`config.mk`:
```
export PLATFORM = sky130hd
export DESIGN_NAME = alu_cmd_issuer
export DESIGN_NICKNAME = d
export VERILOG_FILES = /design/src/rtl/simplealu_pkg.sv /design/src/rtl/alu_cmd_fifo.sv /design/src/rtl/alu_cmd_issuer.sv
export SDC_FILE = /design/constraint.sdc
export NUM_CORES = 1
export LEC_CHECK = 0
export ABC_CLOCK_PERIOD_IN_PS = 3400
export CAP_MARGIN = 25
export CORE_MARGIN = 3
export CORE_UTILIZATION = 45
export CTS_CLUSTER_SIZE = 25
export DETAILED_ROUTE_END_ITERATION = 12
export GPL_TIMING_DRIVEN = 1
export MAX_ROUTING_LAYER = met4
export PLACE_DENSITY = 0.69
export SKIP_LAST_GASP = 1
export SLEW_MARGIN = 20
export SYNTH_ARGS = -nofsm -noshare
export SYNTH_HDL_FRONTEND = slang
export SYNTH_HIERARCHICAL = 1
export SYNTH_SLANG_ARGS = --single-unit
```
`constraint.sdc`:
```
create_clock -name clock -period 3.4 [get_ports clock]
set_input_delay 0.68 -clock clock [delete_from_list [all_inputs] [get_ports clock]]
set_output_delay 0.68 -clock clock [all_outputs]
set_load 0.03 [all_outputs]
```
`src/rtl/simplealu_pkg.sv`:
```
// simplealu_pkg: opcode type shared by the simple ALU and its command issuer
package simplealu_pkg;
  typedef enum logic [2:0] {
    NO_OP = 3'd0,
    ADD   = 3'd1,
    AND   = 3'd2,
    XOR   = 3'd3,
    MUL   = 3'd4
  } op_t;
endpackage

```
`src/rtl/alu_cmd_fifo.sv`:
```
// alu_cmd_fifo: synchronous command FIFO with occupancy count and wrapping pointers
module alu_cmd_fifo #(
  parameter int DEPTH = 4,
  parameter int W = 19
) (
  input  logic                     clock,
  input  logic                     reset,
  input  logic                     push,
  input  logic                     pop,
  input  logic [W-1:0]             wdata,
  output logic [W-1:0]             head,
  output logic                     full,
  output logic                     empty,
  output logic [$clog2(DEPTH):0]   level
);
  localparam int AW = $clog2(DEPTH);
  localparam logic [AW:0] L_FULL = (AW+1)'(DEPTH);
  logic [W-1:0]  r_mem [DEPTH];
  logic [AW-1:0] r_wr;
  logic [AW-1:0] r_rd;
  logic [AW:0]   r_level;
  // storage write; contents need no reset since the level gates every read
  always_ff @(posedge clock) begin
    if (push) r_mem[r_wr] <= wdata;
  end
  // pointers wrap naturally because DEPTH is a power of two
  always_ff @(posedge clock or negedge reset) begin
    if (!reset) begin
      r_wr    <= '0;
      r_rd    <= '0;
      r_level <= '0;
    end else begin
      if (push) r_wr <= r_wr + AW'(1);
      if (pop) r_rd <= r_rd + AW'(1);
      if (push && !pop) r_level <= r_level + 1'b1;
      else if (!push && pop) r_level <= r_level - 1'b1;
    end
  end
  assign head  = r_mem[r_rd];
  assign full  = (r_level == L_FULL);
  assign empty = (r_level == '0);
  assign level = r_level;
endmodule

```
`src/rtl/alu_cmd_issuer.sv`:
```
// alu_cmd_issuer: buffers ALU commands and runs the ALU start/done handshake one command at a time
module alu_cmd_issuer
  import simplealu_pkg::*;
#(
  parameter int DEPTH = 4,
  parameter int TIMEOUT = 31
) (
  input  logic                   clock,
  input  logic                   reset,
  input  logic                   cmd_valid,
  output logic                   cmd_ready,
  input  op_t                    cmd_op,
  input  logic [7:0]             cmd_a,
  input  logic [7:0]             cmd_b,
  output logic                   alu_start,
  output op_t                    alu_op,
  output logic [7:0]             alu_a,
  output logic [7:0]             alu_b,
  input  logic                   alu_done,
  input  logic [15:0]            alu_result,
  output logic                   rsp_valid,
  input  logic                   rsp_ready,
  output logic [15:0]            rsp_result,
  output logic                   rsp_error,
  output logic [$clog2(DEPTH):0] level
);
  localparam int W = $bits(op_t) + 16;
  typedef enum logic [1:0] {S_IDLE, S_BUSY, S_RESP} state_t;
  state_t      r_state, w_state_nxt;
  op_t         r_op, w_op_nxt;
  logic [7:0]  r_a, w_a_nxt;
  logic [7:0]  r_b, w_b_nxt;
  logic [7:0]  r_cnt, w_cnt_nxt;
  logic [15:0] r_res, w_res_nxt;
  logic        r_err, w_err_nxt;
  logic        r_start;
  logic        r_valid;
  logic        w_push;
  logic        w_pop;
  logic        w_full;
  logic        w_empty;
  logic [W-1:0] w_head;
  op_t         w_head_op;

  assign cmd_ready = !w_full;
  assign w_push    = cmd_valid && !w_full;
  assign w_head_op = op_t'(w_head[W-1:16]);

  alu_cmd_fifo #(.DEPTH(DEPTH), .W(W)) u_fifo (
    .clock (clock),
    .reset (reset),
    .push  (w_push),
    .pop   (w_pop),
    .wdata ({cmd_op, cmd_a, cmd_b}),
    .head  (w_head),
    .full  (w_full),
    .empty (w_empty),
    .level (level)
  );

  // next state, operand capture, wait counter and response capture
  always_comb begin
    w_state_nxt = r_state;
    w_pop       = 1'b0;
    w_op_nxt    = r_op;
    w_a_nxt     = r_a;
    w_b_nxt     = r_b;
    w_cnt_nxt   = r_cnt;
    w_res_nxt   = r_res;
    w_err_nxt   = r_err;
    case (r_state)
      S_IDLE: if (!w_empty) begin
        w_pop = 1'b1;
        if (w_head_op == NO_OP) begin
          w_state_nxt = S_RESP;
          w_res_nxt   = '0;
          w_err_nxt   = 1'b0;
        end else begin
          w_state_nxt = S_BUSY;
          w_op_nxt    = w_head_op;
          w_a_nxt     = w_head[15:8];
          w_b_nxt     = w_head[7:0];
          w_cnt_nxt   = '0;
        end
      end
      S_BUSY: if (alu_done) begin
        w_state_nxt = S_RESP;
        w_res_nxt   = alu_result;
        w_err_nxt   = 1'b0;
      end else if (r_cnt == 8'(TIMEOUT - 1)) begin
        w_state_nxt = S_RESP;
        w_res_nxt   = '0;
        w_err_nxt   = 1'b1;
      end else begin
        w_cnt_nxt = r_cnt + 8'd1;
      end
      S_RESP: if (rsp_ready) w_state_nxt = S_IDLE;
      default: w_state_nxt = S_IDLE;
    endcase
  end

  // state and registered outputs; start/valid are decoded from the next state so they leave flops
  always_ff @(posedge clock or negedge reset) begin
    if (!reset) begin
      r_state <= S_IDLE;
      r_op    <= NO_OP;
      r_a     <= '0;
      r_b     <= '0;
      r_cnt   <= '0;
      r_res   <= '0;
      r_err   <= 1'b0;
      r_start <= 1'b0;
      r_valid <= 1'b0;
    end else begin
      r_state <= w_state_nxt;
      r_op    <= w_op_nxt;
      r_a     <= w_a_nxt;
      r_b     <= w_b_nxt;
      r_cnt   <= w_cnt_nxt;
      r_res   <= w_res_nxt;
      r_err   <= w_err_nxt;
      r_start <= (w_state_nxt == S_BUSY);
      r_valid <= (w_state_nxt == S_RESP);
    end
  end

  assign alu_start  = r_start;
  assign alu_op     = r_op;
  assign alu_a      = r_a;
  assign alu_b      = r_b;
  assign rsp_valid  = r_valid;
  assign rsp_result = r_res;
  assign rsp_error  = r_err;
endmodule

```
Word-level counts from Yosys, hierarchy flattened
Memories as Yosys holds them, arrays and structs flattened.
Cells that the tools add are included.
{"block": "totals", "register_bits": 55, "ramBits": 76, "input_bits": 40, "elab_cells": 73, "mem_count": 1}
{"name": "u_fifo.r_mem", "depth": 4, "width": 19, "rd": 1, "rd_clocked_by_memory_dff": 0, "wr": 1, "line": "alu_cmd_fifo.sv:18", "rtl": "logic [W-1:0] r_mem [DEPTH];"}
{"block": "op_classes", "n_addsub": 5, "n_eq_ne": 12, "mux": 27, "bitwise": 2, "n_reduce_logical": 14}
{"op": "16-bit two-way mux", "count": 4}
{"op": "8-bit two-way mux", "count": 4}
{"op": "16-bit one-hot mux with 2 select lines", "count": 1}
{"op": "8-bit one-hot mux with 2 select lines", "count": 1}
{"op": "2-bit two-way mux", "count": 5}
{"op": "2-bit != test (second input constant)", "count": 5}
{"op": "8-bit by 1-bit adder with 8-bit output (second input constant)", "count": 1}
{"op": "8-bit by 5-bit equality test with 1-bit output (second input constant)", "count": 1}
{"op": "1-bit two-way mux", "count": 8}
{"op": "3-bit zero test", "count": 2}
{"op": "3-bit two-way mux", "count": 2}
{"op": "2-bit one-hot mux with 3 select lines", "count": 1}
{"op": "5-bit AND reduction", "count": 1}
{"op": "2-bit by 1-bit adder with 2-bit output (second input constant)", "count": 2}
{"op": "2-bit by 1-bit equality test with 1-bit output (second input constant)", "count": 2}
{"op": "2-bit equality test (second input constant)", "count": 2}
{"op": "4-bit AND reduction", "count": 1}
{"op": "2-bit nonzero test", "count": 2}
{"op": "3-bit by 1-bit adder with 3-bit output (second input constant)", "count": 1}
{"op": "3-bit equality test (second input constant)", "count": 1}
{"op": "1-bit logical AND", "count": 3}
{"op": "1-bit zero test", "count": 3}
{"op": "3-bit != test (second input constant)", "count": 1}
{"op": "3-bit AND reduction", "count": 1}
{"op": "4 further kinds", "count": 5}

Depth between registers and ports, before layout
Gate-level depths: netlist of the first run.
{"block": "depth", "depth_word": 7, "depth_mapped": 11}

Hierarchy
The synthesis of the first run kept the hierarchy.
{"module": "alu_cmd_fifo", "n_inst": 1, "cells_each": 133, "area_each_um2": 3136.8}
{"module": "alu_cmd_issuer", "n_inst": 1, "cells_each": 182, "area_each_um2": 2109.5}

Worst setup path after synthesis of the first run
OpenSTA, ideal clock, no wires.
{"block": "synth_path", "path_kind": "flip-flop to flip-flop", "start": "reg u_fifo.r_rd[0]", "end": "reg r_err (netlist: rsp_error)", "setup_time_ps": 124, "t_arrival_ps": 2331, "slack_ps": 945, "path_stages_with_launch": 8, "path_buffers": 3, "cell_sequence": "dfrtp_1 buf_6 mux4_2 nor3_1 and2_1 buf_2 buf_2 o31ai_1"}
{"block": "synth_via", "elab_chain_len": 4}
{"item": "from (decl)", "line": "alu_cmd_fifo.sv:20", "rtl": "logic [AW-1:0] r_rd;"}
{"item": "from (signal assigned)", "line": "alu_cmd_fifo.sv:34", "rtl": "if (pop) r_rd <= r_rd + AW'(1);"}
{"item": "memory 4 x 19 bit"}
{"item": "net w_head[17]", "line": "alu_cmd_issuer.sv:42", "rtl": "logic [W-1:0] w_head;"}
{"item": "3-bit zero test", "line": "alu_cmd_issuer.sv:74", "rtl": "if (w_head_op == NO_OP) begin"}
{"item": "2-bit != test (no line)"}
{"item": "4-bit AND reduction (no line)"}
{"item": "to (signal assigned)", "line": "alu_cmd_issuer.sv:121", "rtl": "r_err <= w_err_nxt;"}
{"item": "to (decl)", "line": "alu_cmd_issuer.sv:35", "rtl": "logic r_err, w_err_nxt;"}
The timed path passes the listed nets, and every way through them passes these cells.
A chain may end at the register's enable or synchronous reset.

Final worst setup path of the first run
{"block": "layout_path", "start": "reg u_fifo.r_level[0] (netlist: u_fifo/level[0])", "end": "out cmd_ready"}
{"block": "layout_via", "elab_chain_len": 2}
{"item": "from (decl)", "line": "alu_cmd_fifo.sv:21", "rtl": "logic [AW:0] r_level;"}
{"item": "from (signal assigned)", "line": "alu_cmd_fifo.sv:35", "rtl": "if (push && !pop) r_level <= r_level + 1'b1;"}
{"item": "from (signal assigned)", "line": "alu_cmd_fifo.sv:36", "rtl": "else if (!push && pop) r_level <= r_level - 1'b1;"}
{"item": "3-bit equality test", "line": "alu_cmd_fifo.sv:40", "rtl": "assign full = (r_level == L_FULL);"}
{"item": "net w_full", "line": "alu_cmd_issuer.sv:40", "rtl": "logic w_full;"}
{"item": "1-bit zero test", "line": "alu_cmd_issuer.sv:45", "rtl": "assign cmd_ready = !w_full;"}
{"item": "to (decl)", "line": "alu_cmd_issuer.sv:11", "rtl": "output logic cmd_ready,"}
The timed path passes the listed nets, and every way through them passes these cells.

==> results.md, run 1 <==
- Status: complete, no violations
- Power Total: approximately 6.6 mW
- NumNets Final: 456
- Root Driver: clkbuf_16
- Largest delay contributor family on the critical path: buffers and inverters
- Final hold violations: 0
- Num rows: 38
- Setup TNS: 0 ns
- Skew final: 0.00778 ns
- Synth area leaders: edfxtp_1 (44%), dfrtp_1 (26%), mux4_2 (7.7%)
- Grt ovf: 0
- Final Cell Area: 6770 µm²
- CTS tree: done
- Final Wtd Congestion: 0.769
- Num CTS Buffers: 17
- Leakage: about 2.6 nW
- H-tree depth: 4
- Crit. End Element: output port
- First-pass GRT wire length: 16000 µm
- Clk sink count: 131
- Post-route minimum period: 2.52 ns
- Die area: about 13000 µm²
- Crit path DAT: 1.84 ns
- I/O Pins: 82
- Number of setup buffers added after CTS: 0
- Ys async rst share: a little over two fifths
- FF+latch count, synth: 131
- Worst Max-Slew Pin Slew: 0.919 ns
- Post-Syn Area: approximately 5200 µm²
- Synth cell count leaders: edfxtp_1 (76), dfrtp_1 (55), nand2_1 (40), mux2_2 (19)
- Crit Path Class: flip-flop to output port
- Vias: 2966
- Power per cell area: 972 nW/µm²
- Switching Fraction: 34.3%
- Initial antenna violation count: 0
- CP Launch Type: flip-flop
- PortBufs: 81
- Initial core utilization: between 40% and 50%
- Clock network power share: 26.3%
- Share of power burned in registers: 36.8%
- Relative slew slack: 38.5%
- CTS max path bufs: 2
- Worst Path Buf+Inv: 2
- Initial DRT Pass Iterations: 7
- Largest net degree at the start of global routing: 37
- Total number of yosys warnings: 6
- EDFF count, synth: 76
- Cell Int Power: 4.32 mW
- Non-filler instance count after layout: 561
- Routed wire length: 9740 µm
- Syn Area/Cell: between 15 and 20 µm²
- Worst-path maximum fanout: 5
- Hold Crit Class: input port to asynchronous set/reset pin
- RSZ-0062 raised after global routing: false
- Dpl cell area: 6200 µm²
- Die Width: 114 µm
- Post-cts hold buffer count: 0
- DRT antenna net count: 0
- CTS-repair resized insts: 0
- Top_reg_cell synth: edfxtp_1
- Core ar.: roughly 11000 µm²
- Placement Setup Slack: 0.639 ns
- Post-synthesis sequential area ratio: 69.7%
- Mapped Cells: 315
- Initial drt markers: approximately 160
- Max-Cap Viols: 0
- Global-route usage over all layers: about 17%
- Max IR drop VDD: 0.000569 V
- Final Cycle Share: roughly three quarters
- Count leader, synth: edfxtp_1
- Die Y: 114 µm
- Area leader, netlist: edfxtp_1
- Crit-path cells: nor3b_1, inv_1, clkdlybuf4s50_1
- Max Fclk: a little under 400 MHz
- Wire per inst: 17.4 µm
- Layout cells sized above 1: between 10% and 20%
- Sw power: 2.26 mW
- Crit path max-delay cell type: clkdlybuf4s50_1
- Post-Place Cells: 529
- CP max stage delay: 0.59 ns
- Combinational share of power: 36.9%
- Antenna cells: 0
- Reg clk slew, reported paths: around 0.060 ns
- Data required, critical path: 2.72 ns
- Endpoints failing setup: 0
- Vias in the first global route: 3132
- Clk_lat worst skew: 0.40 ns
- Max-slew violation count: 0
- Final setup margin: 0.879 ns
- Vias per inst: 5.29
- Drt drc: 0
- Top-area cell type share of the netlist area: between 40 and 50%
- Detailed-placement wirelength estimate: 6210 µm
- Synthesized Nets: 363
- Yosys cell types: 43
- Area added between synthesis and finish: 29.0%
-- layout by cell type (no fill, tap or decap), types with 3 or more instances in the layout --
cell / synthesis / final
buf_4: 1 / 8
clkinvlp_4: 0 / 4
and2_1: 5 / 5
o211ai_1: 3 / 3
inv_1: 8 / 8
o31a_1: 3 / 3
clkbuf_16: 0 / 17
ha_1: 7 / 7
nand2_1: 40 / 40
xor2_1: 4 / 4
mux2i_1: 6 / 6
clkdlybuf4s50_1: 0 / 80
mux2_2: 19 / 19
o21ai_0: 9 / 9
dfrtp_1: 55 / 55
mux4_2: 18 / 18
edfxtp_1: 76 / 76
o31ai_1: 18 / 18
inv_6: 0 / 6
-- flip-flops by register name, indices dropped and copies added (netlist names), 2 cells and up --
register      cells
u_fifo/r_mem     76
rsp_result       16
alu_a             8
alu_b             8
r_cnt             8
alu_op            3
u_fifo/level      3
r_state           2
u_fifo/r_rd       2
u_fifo/r_wr       2
-- layout make-up --
class | count | area [µm²]
Clock buffer | 17 | 425
Clock inverter | 15 | 146
Fill cell | 851 | 4360
Inverter | 8 | 30.0
Multi-Input combinational cell | 161 | 1470
Sequential cell | 131 | 3660
Tap cell | 140 | 175
Timing Repair Buffer | 89 | 866
-- metal layers --
layer / vias to the layer above / global-route usage (%) / part of all wire, %
li1: 1383 / - / -
met1: 1486 / 22.2 / 46
met2: 90 / 25.6 / 48
met3: 7 / 4.19 / 5.5
met4: 0 / 4.51 / 0.77
met5: - / - / 0
-- stage by stage --
stage	utilization, %	hold slack, ns
2_1_floorplan	-	0.384
3_3_place_gp	55.7	0.463
3_5_place_dp	55.7	0.469
4_1_cts	60.8	0.407
5_1_grt	60.8	0.451
6_report	60.8	0.384
-- power groups by stage --
| stage | sequential, mW | combinational [mW] | clock, mW |
|---|---|---|---|
| finish | 2.42 | 2.43 | 1.73 |
| global route | 2.49 | 2.61 | 1.84 |
| global placement | 2.43 | 2.42 | 0 |
| floorplan | 2.84 | 1.21 | 0 |
| CTS | 2.43 | 2.47 | 1.77 |
| detailed placement | 2.45 | 2.46 | 0 |
-- final timing paths --
| path | start | end | slack (ns) | cells past startpoint |
|---|---|---|---|---|
| max | u_fifo/level[0] | cmd_ready | 0.88 | 3 |
| min | reset | rsp_result[3] | 0.38 | 1 |
| min reg2reg | r_cnt[4] | r_cnt[4] | 0.48 | 1 |
| max in group asynchronous | reset | rsp_result[4] | 2.20 | 2 |
| max reg2reg | r_cnt[0] | rsp_result[1] | 0.93 | 5 |
| min in group clock | r_cnt[4] | r_cnt[4] | 0.48 | 1 |
-- cell families (layout without fill, tap and decap cells) --
| logic type | after synthesis | in the layout | share of synthesized area, % |
|---|---|---|---|
| compound gates | 36 | 36 | 4.77 |
| xor+xnor | 6 | 6 | 1.00 |
| fa+ha+maj | 8 | 8 | 2.05 |
| buf+inv | 23 | 129 | 2.29 |
| flops | 131 | 131 | 69.7 |
| mux | 44 | 44 | 13.5 |
| simple gates | 67 | 67 | 6.70 |
Note: power is estimated with default switching activity, not from simulation.
==> inputs of run 2 (changes only) <==
ABC_CLOCK_PERIOD_IN_PS = 2400   (was 3400)
clock period = 2.4 ns   (was 3.4 ns; I/O delays follow)
==> run 2 against run 1 <==
Against the previous run:
- clock-buffer cell count increased by 2
- critical path type unchanged
- clock power grew 41%
- final cell count grew 1.8%
- largest power group unchanged
- highest routed layer unchanged
- die area unchanged
- critical path depth unchanged
- global-route usage up 0.70 points
==> results.md, run 2 (synthesized netlist as in run 1, its figures left out) <==
- CTS max path bufs: 2 (unchanged)
- Drt drc: 0 (unchanged)
- Largest net degree at the start of global routing: 34 (-8.1%)
- Num CTS Buffers: 17 (unchanged)
- Area added between synthesis and finish: 31.8%
- Initial drt markers: 191 (+16%)
- Initial core utilization: 47.2% (unchanged)
- Core ar.: 11100 µm² (unchanged)
- CP max stage delay: 0.59 ns (about the same)
- Relative slew slack: 62.5% (+24 points)
- CP Launch Type: flip-flop
- Final Cycle Share: 92.1%
- Worst reg2reg setup slack: 0.23 ns (-0.70 ns)
- R2R depth: 4 (-1)
- Layout cells sized above 1: 20.6% (+1.6 points)
- Wire per inst: 17.6 µm (+1.3%)
- Routed wire length: 10000 µm (+3.2%)
- Post-Place Cells: 539 (+1.9%)
- Die area: 13000 µm² (unchanged)
- Crit path max-delay cell type: clkdlybuf4s50_1
- Num rows: 38 (unchanged)
- First-pass GRT wire length: 16700 µm (+4.5%)
- Max Fclk: 453 MHz
- Crit. End Element: output port
- CTS tree: done
- Clk_lat worst skew: 0.40 ns (about the same)
- Post-route minimum period: 2.21 ns
- Final hold violations: 0 (unchanged)
- Most common cell after layout, fill and taps aside: clkdlybuf4s50_1
- RR Endpoint: alu_op[2]
- Non-filler instance count after layout: 571 (+1.8%)
- Worst Path Buf+Inv: 2 (unchanged)
- Vias: 3006 (+1.3%)
- Die Y: 114 µm (unchanged)
- Skew final: 0.00718 ns (-0.000598 ns)
- Crit Path Class: flip-flop to output port
- Multi-input gate area: 1480 µm² (+0.68%)
- H-tree depth: 4 (unchanged)
- Fill cells: 849 (-0.24%)
- Max-slew violation count: 0 (unchanged)
- Die Width: 114 µm (unchanged)
- Root Driver: clkbuf_16
- Grt ovf: 0 (unchanged)
- Most flop-heavy register: u_fifo/r_mem
- Global-route usage over all layers: 17.3% (+0.70 points)
- Worst Max-Slew Pin Slew: 0.563 ns (-0.356 ns)
- NumNets Final: 466 (+2.2%)
- Clk sink count: 131 (unchanged)
- Hold Crit Class: input port to asynchronous set/reset pin
- Max FFs per register: 76 (unchanged)
- I/O Pins: 82 (unchanged)
- Worst-path maximum fanout: 5 (unchanged)
- DRT antenna net count: 0 (unchanged)
- Endpoints failing setup: 0 (unchanged)
- Power per cell area: 1380 nW/µm² (+42%)
- Leakage: 2.63 nW (+2.7%)
- Detailed-placement wirelength estimate: 6440 µm (+3.7%)
- Most frequent cells in the layout: clkdlybuf4s50_1 (80), edfxtp_1 (76), dfrtp_1 (55)
- Status: complete, no violations
- Max-Cap Viols: 0 (unchanged)
- Finished Core Util: 62.1% (+1.3 points)
- Antenna cells: 0 (unchanged)
- Vias in the first global route: 3236 (+3.3%)
- Register Area: 3660 µm² (unchanged)
- Crit-path cells: nor3b_2, inv_1, clkdlybuf4s50_1
- Data required, critical path: 1.92 ns (-0.80 ns)
- Max IR drop VDD: 0.000788 V (+39%)
- PortBufs: 81 (unchanged)
- Initial antenna violation count: 0 (unchanged)
- Final Wtd Congestion: 0.781 (+1.6%)
- Largest delay contributor family on the critical path: buffers and inverters
- Vias per inst: 5.26 (-0.43%)
- Setup TNS: 0 ns (unchanged)
- Power Total: 9.53 mW (+45%)
- Initial DRT Pass Iterations: 4 (-3)
- Start of the worst register-to-register path: u_fifo/r_rd[0]
- Reg clk slew, reported paths: 0.06 ns (about the same)
- Crit path DAT: 1.73 ns (-0.11 ns)
- RSZ-0062 raised after global routing: false
## run 2: cell types whose count changed in the layout (fill, tap and decap cells not counted), moves of 2 or more
cell / previous run / this run
buf_12: 0 / 5
buf_4: 8 / 13
inv_6: 6 / 1
clkbuf_1: 0 / 2
clkinv_2: 1 / 3
## run 2: how the worst max path moves through the flow
| stage | end | startpoint | cells past startpoint | slack [ns] |
|---|---|---|---|---|
| 2_1_floorplan | u_fifo/level[1] | u_fifo/level[0] | 9 | 0.02 |
| 3_3_place_gp | u_fifo/level[2] | cmd_valid | 8 | 0.22 |
| 3_5_place_dp | u_fifo/level[2] | cmd_valid | 8 | 0.19 |
| 4_1_cts | cmd_ready | u_fifo/level[0] | 3 | 0.09 |
| 5_1_grt | alu_op[2] | u_fifo/r_rd[0] | 4 | 0.07 |
| 6_report | cmd_ready | u_fifo/level[0] | 3 | 0.19 |
## run 2: cell type report
type                            count  area share, %
Inverter                            8          0.434
Timing Repair Buffer               99           14.5
Tap cell                          140           2.53
Sequential cell                   131           52.9
Clock buffer                       19           6.26
Clock inverter                     13           1.97
Multi-Input combinational cell    161           21.4
## run 2: routing by layer
| layer | track usage [%] | routed length (µm) | vias to the layer above |
|---|---|---|---|
| met1 | 22.3 | 4510 | 1510 |
| met5 | - | 0 | - |
| met3 | 4.24 | 474 | 6 |
| li1 | - | - | 1404 |
| met2 | 27.3 | 4980 | 86 |
| met4 | 5.38 | 80 | 0 |
## run 2: power breakdown
part | internal, mW | switching [mW] | leakage (nW) | total, mW
Sequential | 3.09 | 0.348 | 1.38 | 3.44
Clock | 1.53 | 0.919 | 0.271 | 2.44
Combinational | 1.73 | 1.91 | 0.980 | 3.65
## run 2: what timing repair did
| action | 4_1_cts | 5_1_grt |
|---|---|---|
| setup buffers | 0 | 0 |
| hold buffers | 0 | 0 |
| endpoints found under the setup margin | 0 | 1 |
| hold endpoints to repair | 0 | 0 |
| resized for setup | 0 | 1 |
## run 2: through the flow
step / setup WS [ns] / cell area [µm²] / hold WS [ns]
2_1_floorplan: 0.0224 / 5250 / 0.184
3_3_place_gp: 0.225 / 6340 / 0.462
3_5_place_dp: 0.187 / 6340 / 0.469
4_1_cts: 0.0894 / 6910 / 0.0614
5_1_grt: 0.0682 / 6910 / 0.0963
6_report: 0.191 / 6910 / 0.0665
==> inputs of run 3 (changes only) <==
CORE_UTILIZATION = 53   (was 45)
PLACE_DENSITY = 0.79   (was 0.69)
SYNTH_HIERARCHICAL = not set   (was 1)
==> run 3 against run 2 <==
Against the previous run:
- synthesized area fell by 2.1%
- power increased by 1.1%
- final area fell by 2.6%
- critical endpoint is now rsp_result[3]
==> results.md, run 3 <==
- DRT antenna net count: 0 (unchanged)
- Top-area cell type share of the netlist area: 44.4% (+0.92 points)
- Global-route usage over all layers: 19.6% (+2.3 points)
- Leakage: 2.65 nW (+0.64%)
- Count leader, synth: edfxtp_1
- Final Wtd Congestion: 0.802 (+2.6%)
- Crit path DAT: 2.64 ns (+0.91 ns)
- Relative slew slack: 52.4% (-10 points)
- Worst reg2reg setup slack: 0.14 ns (-0.09 ns)
- RSZ-0062 raised after global routing: false
- Die Width: 104 µm (-8.4%)
- Hold Crit Class: flip-flop to flip-flop
- Synth cell count leaders: edfxtp_1 (76), dfrtp_1 (55), a22o_1 (18), mux2_4 (18), mux4_2 (18)
- Root Driver: clkbuf_8
- Most common cell after layout, fill and taps aside: clkdlybuf4s50_1
- Max-slew violation count: 0 (unchanged)
- CTS max path bufs: 2 (unchanged)
- Clock network power share: 25.1% (-0.6 points)
- Cell Int Power: 6.45 mW (+1.6%)
- Initial core utilization: 55.1% (+7.9 points)
- Crit. End Element: flip-flop
- EDFF count, synth: 76 (unchanged)
- Num rows: 35 (-7.9%)
- Synthesized Nets: 327 (-9.9%)
- Switching Fraction: 33.1% (-0.32 points)
- Area added between synthesis and finish: 31.0%
- Initial drt markers: 101 (-47%)
- Max FFs per register: 76 (unchanged)
- Number of setup buffers added after CTS: 0 (unchanged)
- NumNets Final: 432 (-7.3%)
- Post-synthesis sequential area ratio: 71.2% (+1.5 points)
- Synth area leaders: edfxtp_1 (44%), dfrtp_1 (27%), mux4_2 (7.9%)
- Setup TNS: 0 ns (unchanged)
- CTS tree: done
- I/O Pins: 82 (unchanged)
- Max Fclk: 443 MHz (-2.2%)
- CP Launch Type: flip-flop
- FF+latch count, synth: 131 (unchanged)
- Worst-path maximum fanout: 17 (+12)
- Largest net degree at the start of global routing: 34 (unchanged)
- Wire per inst: 18.7 µm (+6.0%)
- Crit Path Class: flip-flop to flip-flop
- Top_reg_cell synth: edfxtp_1
- Initial DRT Pass Iterations: 4 (unchanged)
- Syn Area/Cell: 18.4 µm² (+11%)
- PortBufs: 81 (unchanged)
- Vias per inst: 5.43 (+3.2%)
- Max IR drop VDD: 0.000727 V (-7.7%)
- Clk sink count: 131 (unchanged)
- Drt drc: 0 (unchanged)
- Vias: 2857 (-5.0%)
- Mapped Cells: 279 (-11%)
- Ys async rst share: 42.0% (unchanged)
- Power Total: 9.63 mW (+1.1%)
- Post-Syn Area: 5140 µm² (-2.1%)
- Share of power burned in registers: 35.8% (-0.3 points)
- Vias in the first global route: 3022 (-6.6%)
- First-pass GRT wire length: 15900 µm (-5.0%)
- Yosys cell types: 38 (-12%)
- Routed wire length: 9820 µm (-2.3%)
- Combinational share of power: 39.1% (+0.8 points)
- Grt ovf: 0 (unchanged)
- Fill cells: 571 (-33%)
- Most frequent cells in the layout: clkdlybuf4s50_1 (79), edfxtp_1 (76), dfrtp_1 (55)
- Post-route minimum period: 2.26 ns (+0.0504 ns)
- Total number of yosys warnings: 0 (-6)
- Max-Cap Viols: 0 (unchanged)
- Reg clk slew, reported paths: 0.06 ns (about the same)
- Antenna cells: 0 (unchanged)
- Endpoints failing setup: 0 (unchanged)
- Initial antenna violation count: 0 (unchanged)
- Die area: 10900 µm² (-16%)
- Worst Max-Slew Pin Slew: 0.714 ns (+0.151 ns)
- Most flop-heavy register: u_fifo.r_mem
- Final Cycle Share: 94.2% (+2.1 points)
- Die Y: 104 µm (-8.4%)
- Final hold violations: 0 (unchanged)
- Sw power: 3.18 mW (+0.11%)
- Status: complete, no violations
- Skew final: 0.00873 ns (+0.00154 ns)
- Detailed-placement wirelength estimate: 6100 µm (-5.2%)
- Power per cell area: 1430 nW/µm² (+3.8%)
- Clk_lat worst skew: 0.50 ns (+0.10 ns)
- Num CTS Buffers: 17 (unchanged)
- Core ar.: 9330 µm² (-16%)
- Area leader, netlist: edfxtp_1
- Data required, critical path: 2.78 ns (+0.86 ns)
- Hold Slack: 0.490 ns (+0.423 ns)
- Layout cells sized above 1: 21.4% (+0.76 points)
- H-tree depth: 4 (unchanged)
-- run 3: changes by cell type after synthesis, sizes merged, moves of 3 or more --
cell	delta
o31ai	-18
a31oi	+3
o31a	-3
nor2	+7
clkbuf	-3
o211ai	-3
a22o	+17
a211o	+3
nand2	-33
and3	+5
o21ai	+3
mux2i	-6
-- run 3: path summary, 6_finish.rpt --
kind | startpoint | cells after the start | endpoint
setup / recovery | u_fifo.r_rd[0] | 5 | rsp_result[3]
hold / removal | r_cnt[7] | 1 | r_cnt[7]
setup reg to reg | u_fifo.r_rd[0] | 5 | rsp_result[3]
hold reg to reg | r_cnt[7] | 1 | r_cnt[7]
max in group asynchronous | reset | 3 | r_state[1]
min in group asynchronous | reset | 2 | alu_start
-- run 3: layer usage --
metal	up-vias	routed length, µm	GRT usage [%]
li1	1307	-	-
met1	1447	4100	23.5
met2	93	4990	32.0
met3	10	588	6.70
met4	0	137	5.03
met5	-	0	-
-- run 3: layout make-up --
class,instances,area [µm²],area share [%]
inverters,7,26.3,0.390
flip-flops and latches,131,3660,54.3
clock inverters,13,133,1.97
clock buffers,19,432,6.41
well taps,129,161,2.40
repair buffers,96,936,13.9
multi-input cells,131,1390,20.6
-- run 3: stage by stage --
stage,utilization (%),instances,cell area (µm²),setup WS (ns)
floorplan,-,279,5140,0.0699
global placement,66.0,493,6150,0.189
detailed placement,66.0,493,6150,0.107
CTS,72.1,526,6730,0.0545
global route,72.2,526,6730,0.0144
finish,72.2,526,6730,0.140
-- run 3: cell families (layout without fill, tap and decap cells) --
family,after synthesis,in the layout,share of synthesized area (%)
DFF,131,131,71.2
and+or+nand+nor,36,36,3.82
xor gates and xnor gates,6,6,1.02
muxes,38,38,13.9
AOI/OAI and AO/OA,43,43,6.14
buffers and inverters,17,135,1.83
adders and majority gates,8,8,2.09
-- run 3: critical path: stages (launching register included) --
cell	delay [ns]
dfrtp_1	0.47
mux4_1	0.60
or3_4	0.41
nor2_2	0.16
o21ai_2	0.24
a22o_1	0.26
-- run 3: power by group through the flow --
| stage | clock network [mW] | registers (mW) | logic [mW] |
|---|---|---|---|
| floorplan | 0 | 4.01 | 2.00 |
| global placement | 0 | 3.44 | 3.70 |
| detailed placement | 0 | 3.47 | 3.80 |
| CTS | 2.45 | 3.45 | 3.83 |
| global route | 2.55 | 3.52 | 4.03 |
| finish | 2.42 | 3.44 | 3.77 |
-- run 3: repair_timing --
item                       in CTS  in global routing
hold endpoints to repair       22                  0
hold buffers                    1                  0
setup endpoints to repair       0                  1
resized for setup               0                  1
